[src/rtl/gate_sweep_pkg.sv]
// Shared types and helpers for the gate sweep checker.
package gate_sweep_pkg;

  typedef enum logic [1:0] {
    ST_IDLE  = 2'd0,
    ST_APPLY = 2'd1,
    ST_CHECK = 2'd2,
    ST_DONE  = 2'd3
  } state_e;

  localparam logic MODE_BIN  = 1'b0;
  localparam logic MODE_GRAY = 1'b1;

  localparam int MAX_IN_W = 16;

  // Callers zero-extend into MAX_IN_W and keep only their low bits.
  function automatic logic [MAX_IN_W-1:0] bin2gray(input logic [MAX_IN_W-1:0] b);
    return b ^ (b >> 1);
  endfunction

endpackage

[src/rtl/gate_sweep_seq.sv]
// Vector sequencer: index counter, settle counter, Gray encoder and last-vector flag.
module gate_sweep_seq
  import gate_sweep_pkg::*;
#(
  parameter int IN_W   = 2,
  parameter int SETTLE = 1
) (
  input  logic            clk,
  input  logic            rst,
  input  logic            clear,
  input  logic            hold,
  input  logic            advance,
  input  logic            mode,
  output logic [IN_W-1:0] stim,
  output logic            settle_done,
  output logic            last_vec
);

  localparam int SW = (SETTLE > 1) ? $clog2(SETTLE) : 1;
  localparam logic [SW-1:0] SETTLE_LAST = SW'(SETTLE - 1);

  logic [IN_W-1:0] idx_q, idx_d;
  logic [IN_W-1:0] stim_q, stim_d;
  logic [SW-1:0]   settle_q, settle_d;
  logic [IN_W-1:0] nxt_idx;

  assign nxt_idx     = idx_q + IN_W'(1);
  assign settle_done = (settle_q == SETTLE_LAST);
  assign last_vec    = (idx_q == {IN_W{1'b1}});
  assign stim        = stim_q;

  always_comb begin
    idx_d    = idx_q;
    stim_d   = stim_q;
    settle_d = settle_q;
    if (clear) begin
      idx_d    = '0;
      stim_d   = '0;
      settle_d = '0;
    end else if (advance) begin
      idx_d    = nxt_idx;
      settle_d = '0;
      if (mode == MODE_GRAY) begin
        stim_d = IN_W'(bin2gray(MAX_IN_W'(nxt_idx)));
      end else begin
        stim_d = nxt_idx;
      end
    end else if (hold && !settle_done) begin
      settle_d = settle_q + SW'(1);
    end else begin
      settle_d = settle_q;
    end
  end

  always_ff @(posedge clk) begin
    if (rst) begin
      idx_q    <= '0;
      stim_q   <= '0;
      settle_q <= '0;
    end else begin
      idx_q    <= idx_d;
      stim_q   <= stim_d;
      settle_q <= settle_d;
    end
  end

endmodule

[config.mk]
export PLATFORM = sky130hd
export DESIGN_NAME = gate_sweep_seq
export DESIGN_NICKNAME = d
export VERILOG_FILES = /design/src/rtl/gate_sweep_pkg.sv /design/src/rtl/gate_sweep_seq.sv
export SDC_FILE = /design/constraint.sdc
export NUM_CORES = 1
export LEC_CHECK = 0
export ABC_AREA = 1
export CAP_MARGIN = 20
export CORE_AREA = 3 3 40 42
export CTS_CLUSTER_SIZE = 40
export DETAILED_ROUTE_END_ITERATION = 6
export DIE_AREA = 0 0 43 45
export HOLD_SLACK_MARGIN = 0.1
export MAX_ROUTING_LAYER = met4
export PLACE_DENSITY = 0.37
export RECOVER_POWER = 100
export SLEW_MARGIN = 30
export SYNTH_ARGS = -nofsm -noshare
export SYNTH_HDL_FRONTEND = slang
export SYNTH_SLANG_ARGS = --single-unit
[constraint.sdc]
create_clock -name clk -period 1.1 [get_ports clk]
set_input_delay 0.22 -clock clk [delete_from_list [all_inputs] [get_ports clk]]
set_output_delay 0.22 -clock clk [all_outputs]
set_load 0.05 [all_outputs]
==> report_table.html, run 1 <==
<table>
<tr><th>Metric</th><th>Value</th></tr>
<tr><th colspan="2">Drt</th></tr>
<tr><td>DR vias</td><td>207</td></tr>
<tr><td>Number of nets still failing antenna checks after routing</td><td>0</td></tr>
<tr><td>Number of design rule violations left after detail routing</td><td>0</td></tr>
<tr><td>WL/cell</td><td>8.456 um</td></tr>
<tr><td>Detailed-routing iteration count for the pre-antenna-repair pass</td><td>3</td></tr>
<tr><td>Initial drt markers</td><td>6</td></tr>
<tr><td>Total Routed Length</td><td>482 um</td></tr>
<tr><td>Via-to-Cell Ratio</td><td>3.632</td></tr>
<tr><th colspan="2">Layout</th></tr>
<tr><td>Fill cell count</td><td>146</td></tr>
<tr><td>Area Overhead vs Synth</td><td>76.22%</td></tr>
<tr><td>Storage element area</td><td>82.58 um^2</td></tr>
<tr><td>Diodes inserted</td><td>0</td></tr>
<tr><td>Layout cell share with drive strength beyond 1</td><td>33.33%</td></tr>
<tr><td>Multi-input logic area</td><td>103.9 um^2</td></tr>
<tr><td>Post-layout net count</td><td>51</td></tr>
<tr><td>Utilization of the core after routing</td><td>28.14%</td></tr>
<tr><th colspan="2">Setup path</th></tr>
<tr><td>Type of element launching the critical path</td><td>flop</td></tr>
<tr><td>Total stage count of the critical path</td><td>2</td></tr>
<tr><td>Data arrival, critical path</td><td>0.88 ns</td></tr>
<tr><td>CP required</td><td>0.88 ns</td></tr>
<tr><td>Biggest fanout along the worst timing path</td><td>3</td></tr>
<tr><td>Cell at the slowest stage of the critical path</td><td>sky130_fd_sc_hd__dfxtp_2</td></tr>
<tr><td>Kind of capture point of the worst setup path</td><td>output pin</td></tr>
<tr><td>Slack of the worst reg-to-reg path</td><td>0.27 ns</td></tr>
<tr><td>Cell family with the largest share of critical-path delay</td><td>flip-flops</td></tr>
<tr><td>Delay of the slowest cell on the worst path</td><td>0.33 ns</td></tr>
<tr><td>Number of buffer and inverter stages on the critical path</td><td>1</td></tr>
<tr><td>Classification of the worst setup path</td><td>reg -&gt; out</td></tr>
<tr><td>Critical path, cell by cell</td><td>ha_4, buf_12</td></tr>
<tr><td>R2r worst-path depth</td><td>3</td></tr>
<tr><th colspan="2">STA</th></tr>
<tr><td>Slew Limit Fails</td><td>0</td></tr>
<tr><td>Final worst clock skew</td><td>0.002455 ns</td></tr>
<tr><td>Share of the cycle needed by the critical path after routing</td><td>99.71%</td></tr>
<tr><td>Endpoints failing hold</td><td>0</td></tr>
<tr><td>Post-layout min period</td><td>1.097 ns</td></tr>
<tr><td>Setup-failing EPs final</td><td>0</td></tr>
<tr><td>Slew HR</td><td>89.58%</td></tr>
<tr><td>Slew of the pin with the lowest slew margin</td><td>0.1561 ns</td></tr>
<tr><td>Setup slack of the critical path after layout</td><td>0.003214 ns</td></tr>
<tr><td>Unrepaired setup endpoints after global routing</td><td>yes</td></tr>
<tr><td>Maximum frequency from static timing analysis</td><td>0.9118 GHz</td></tr>
<tr><th colspan="2">GRT</th></tr>
<tr><td>Global-route wire length before repair</td><td>772 um</td></tr>
<tr><td>Initial antenna violation count</td><td>0</td></tr>
<tr><td>Gr usage total</td><td>6.261%</td></tr>
<tr><td>Met2 track demand over resource in global routing</td><td>6.886%</td></tr>
<tr><td>Largest net degree at the start of global routing</td><td>6</td></tr>
<tr><td>Via count of the first global-routing pass</td><td>202</td></tr>
<tr><td>Congestion Overflow GR</td><td>0</td></tr>
<tr><td>Met1 capacity usage during global routing</td><td>6.506%</td></tr>
<tr><td>Busiest layer in global routing</td><td>met4</td></tr>
<tr><td>Met3 Usage GRT</td><td>4.382%</td></tr>
<tr><th colspan="2">Placement</th></tr>
<tr><td>IO Port Bufs</td><td>9</td></tr>
<tr><td>GPL Wtd Cong</td><td>0.6454</td></tr>
<tr><td>Post-Place Worst Slack</td><td>0.01769 ns</td></tr>
<tr><td>HPWL after DPL</td><td>350.7 um</td></tr>
<tr><th colspan="2">Synth</th></tr>
<tr><td>Post-synthesis instance area</td><td>205.2 um^2</td></tr>
<tr><td>Unique masters post-synth</td><td>12</td></tr>
<tr><td>Number of register bits inferred by synthesis</td><td>4</td></tr>
<tr><td>Number of enable-type register cells in the synthesized netlist</td><td>0</td></tr>
<tr><td>Cell count after synthesis</td><td>30</td></tr>
<tr><td>Area contributors post-synth</td><td>sky130_fd_sc_hd__dfxtp_1, sky130_fd_sc_hd__nand2_1, sky130_fd_sc_hd__inv_1</td></tr>
<tr><td>Avg Inst Size Synth</td><td>6.840 um^2</td></tr>
<tr><td>Synthesized netlist net count</td><td>37</td></tr>
<tr><td>Predominant post-synthesis flop cell</td><td>sky130_fd_sc_hd__dfxtp_1</td></tr>
<tr><td>Leading cell type by number of instances after synthesis</td><td>sky130_fd_sc_hd__nand2_1</td></tr>
<tr><td>Seq/Total Area, Yosys</td><td>39.02%</td></tr>
<tr><td>Async set-or-reset flop fraction in the synthesized netlist</td><td>0%</td></tr>
<tr><td>Top cells by count, synth</td><td>sky130_fd_sc_hd__nand2_1, sky130_fd_sc_hd__inv_1, sky130_fd_sc_hd__dfxtp_1</td></tr>
<tr><td>Number of warning messages in the yosys log</td><td>0</td></tr>
<tr><td>Yosys top cell by area</td><td>sky130_fd_sc_hd__dfxtp_1</td></tr>
<tr><td>Proportion of netlist area held by the largest area contributor</td><td>39.02%</td></tr>
<tr><th colspan="2">Power</th></tr>
<tr><td>Total power consumption of the routed design</td><td>404.2 uW</td></tr>
<tr><td>Power Dens Cells</td><td>1118 nW/um^2</td></tr>
<tr><td>Leak</td><td>0.0001620 uW</td></tr>
<tr><td>IR Drop Worst-Case VDD</td><td>0.4213 mV</td></tr>
<tr><th colspan="2">Floorplan</th></tr>
<tr><td>Num rows</td><td>13</td></tr>
<tr><td>Initial core utilization</td><td>15.97%</td></tr>
<tr><td>Horizontal die dimension</td><td>43 um</td></tr>
<tr><td>Floorplan die height</td><td>45 um</td></tr>
<tr><td>Core area</td><td>1285 um^2</td></tr>
<tr><td>Count of pins on the block boundary</td><td>10</td></tr>
<tr><td>Area of the die</td><td>1935 um^2</td></tr>
<tr><th colspan="2">Clock tree</th></tr>
<tr><td>CTS tree</td><td>built</td></tr>
<tr><td>Hold-fix buffers, CTS</td><td>0</td></tr>
<tr><td>Root buffer cell</td><td>sky130_fd_sc_hd__clkbuf_4</td></tr>
<tr><td>Clock buffer depth</td><td>2</td></tr>
<tr><td>Clock transition time at the flip-flop clock pins of the worst setup and hold paths</td><td>0.04 ns</td></tr>
<tr><td>Setup Buffers After CTS</td><td>0</td></tr>
<tr><td>Maximum level of the CTS H-tree</td><td>1</td></tr>
<tr><td>Clock buffer count from CTS</td><td>3</td></tr>
<tr><td>Clock Sinks</td><td>4</td></tr>
<tr><td>Clock network latency to the later pin of the worst-skew pair</td><td>0.24 ns</td></tr>
<tr><th colspan="2">Worst hold path</th></tr>
<tr><td>Hold-critical path depth</td><td>2</td></tr>
<tr><td>Min-delay worst type</td><td>reg -&gt; reg</td></tr>
<tr><th colspan="2">Job</th></tr>
<tr><td>Number of violations of the max-capacitance limit</td><td>0</td></tr>
<tr><th colspan="2">Run status</th></tr>
<tr><td>Run status</td><td>complete, no violations</td></tr>
</table>
==> worst reg2reg max path, cell delays in order (launching register included) <==
cell	delay, ns
sky130_fd_sc_hd__dfxtp_2	0.33
sky130_fd_sc_hd__ha_4	0.25
sky130_fd_sc_hd__nand2_1	0.04
sky130_fd_sc_hd__a21oi_1	0.13
==> routing by layer <==
metal	vias up	share of wire, %
li1	112	-
met1	83	44
met2	12	42
met3	0	13
met4	0	0
met5	-	0
==> layout by cell type, fill, tap and decap left out, types with 2 or more instances in the layout <==
cell type                         count
sky130_fd_sc_hd__clkdlybuf4s50_1      4
sky130_fd_sc_hd__buf_6                2
sky130_fd_sc_hd__dfxtp_1              2
sky130_fd_sc_hd__dfxtp_2              2
sky130_fd_sc_hd__clkbuf_4             5
sky130_fd_sc_hd__a21oi_1              2
sky130_fd_sc_hd__nand2_1             10
sky130_fd_sc_hd__inv_1                7
==> worst paths after layout <==
check / startpoint / endpoint
setup / recovery: idx_q[0]$_SDFFE_PP0P_ / last_vec
hold / removal: settle_q$_SDFFE_PP0P_ / settle_q$_SDFFE_PP0P_
setup reg to reg: idx_q[0]$_SDFFE_PP0P_ / idx_q[1]$_SDFFE_PP0P_
hold reg to reg: settle_q$_SDFFE_PP0P_ / settle_q$_SDFFE_PP0P_
==> report_power, final <==
part	total [uW]	switching (uW)	internal, uW
Sequential	154	3.89	150
Combinational	55.7	28.3	27.5
Clock	194	71.6	123
==> through the flow <==
step                instances  instance area [um^2]   TNS [ns]  hold WS, ns
floorplan                  30                 205.2          0       0.2909
global placement           54                 354.1          0       0.4697
detailed placement         54                 354.1          0       0.4775
global route               57                 361.6   -0.02016       0.4704
finish                     57                 361.6          0       0.4568
CTS                        57                 391.6  -0.002531       0.4920
==> area by class of cell <==
class / instances / area share [%]
clock buffers: 3 / 6.228
inverters: 7 / 7.266
multi-input cells: 18 / 28.72
flip-flops and latches: 4 / 22.84
well taps: 15 / 5.190
repair buffers: 10 / 29.76
==> flip-flops by register name, indices dropped and copies added (netlist names) <==
signal	flops
stim	1
idx_q	2
settle_q	1
==> cell families (layout without fill, tap and decap cells) <==
logic type      Yosys count  count (layout)  share of synthesized area (%)
fa+ha+maj                 1               1                          6.097
buf+inv                   8              20                          16.46
compound gates            2               2                          4.878
flops                     4               4                          39.03
simple gates             15              15                          33.54
==> repair_timing <==
| item | 4_1_cts | 5_1_grt |
|---|---|---|
| pin swaps | 1 | 0 |
| setup endpoints to repair | 1 | 2 |
| gates resized for setup | 4 | 1 |
(Power assumes the default switching activity.)
==> run 2: changes to the inputs <==
--- a/config.mk
+++ b/config.mk
@@ -19,3 +19,4 @@
 export SYNTH_ARGS = -nofsm -noshare
 export SYNTH_HDL_FRONTEND = slang
 export SYNTH_SLANG_ARGS = --single-unit
+export TNS_END_PERCENT = 20
==> results of run 2 <==
No change in the layout: final DEF, timing and power equal those of run 1.
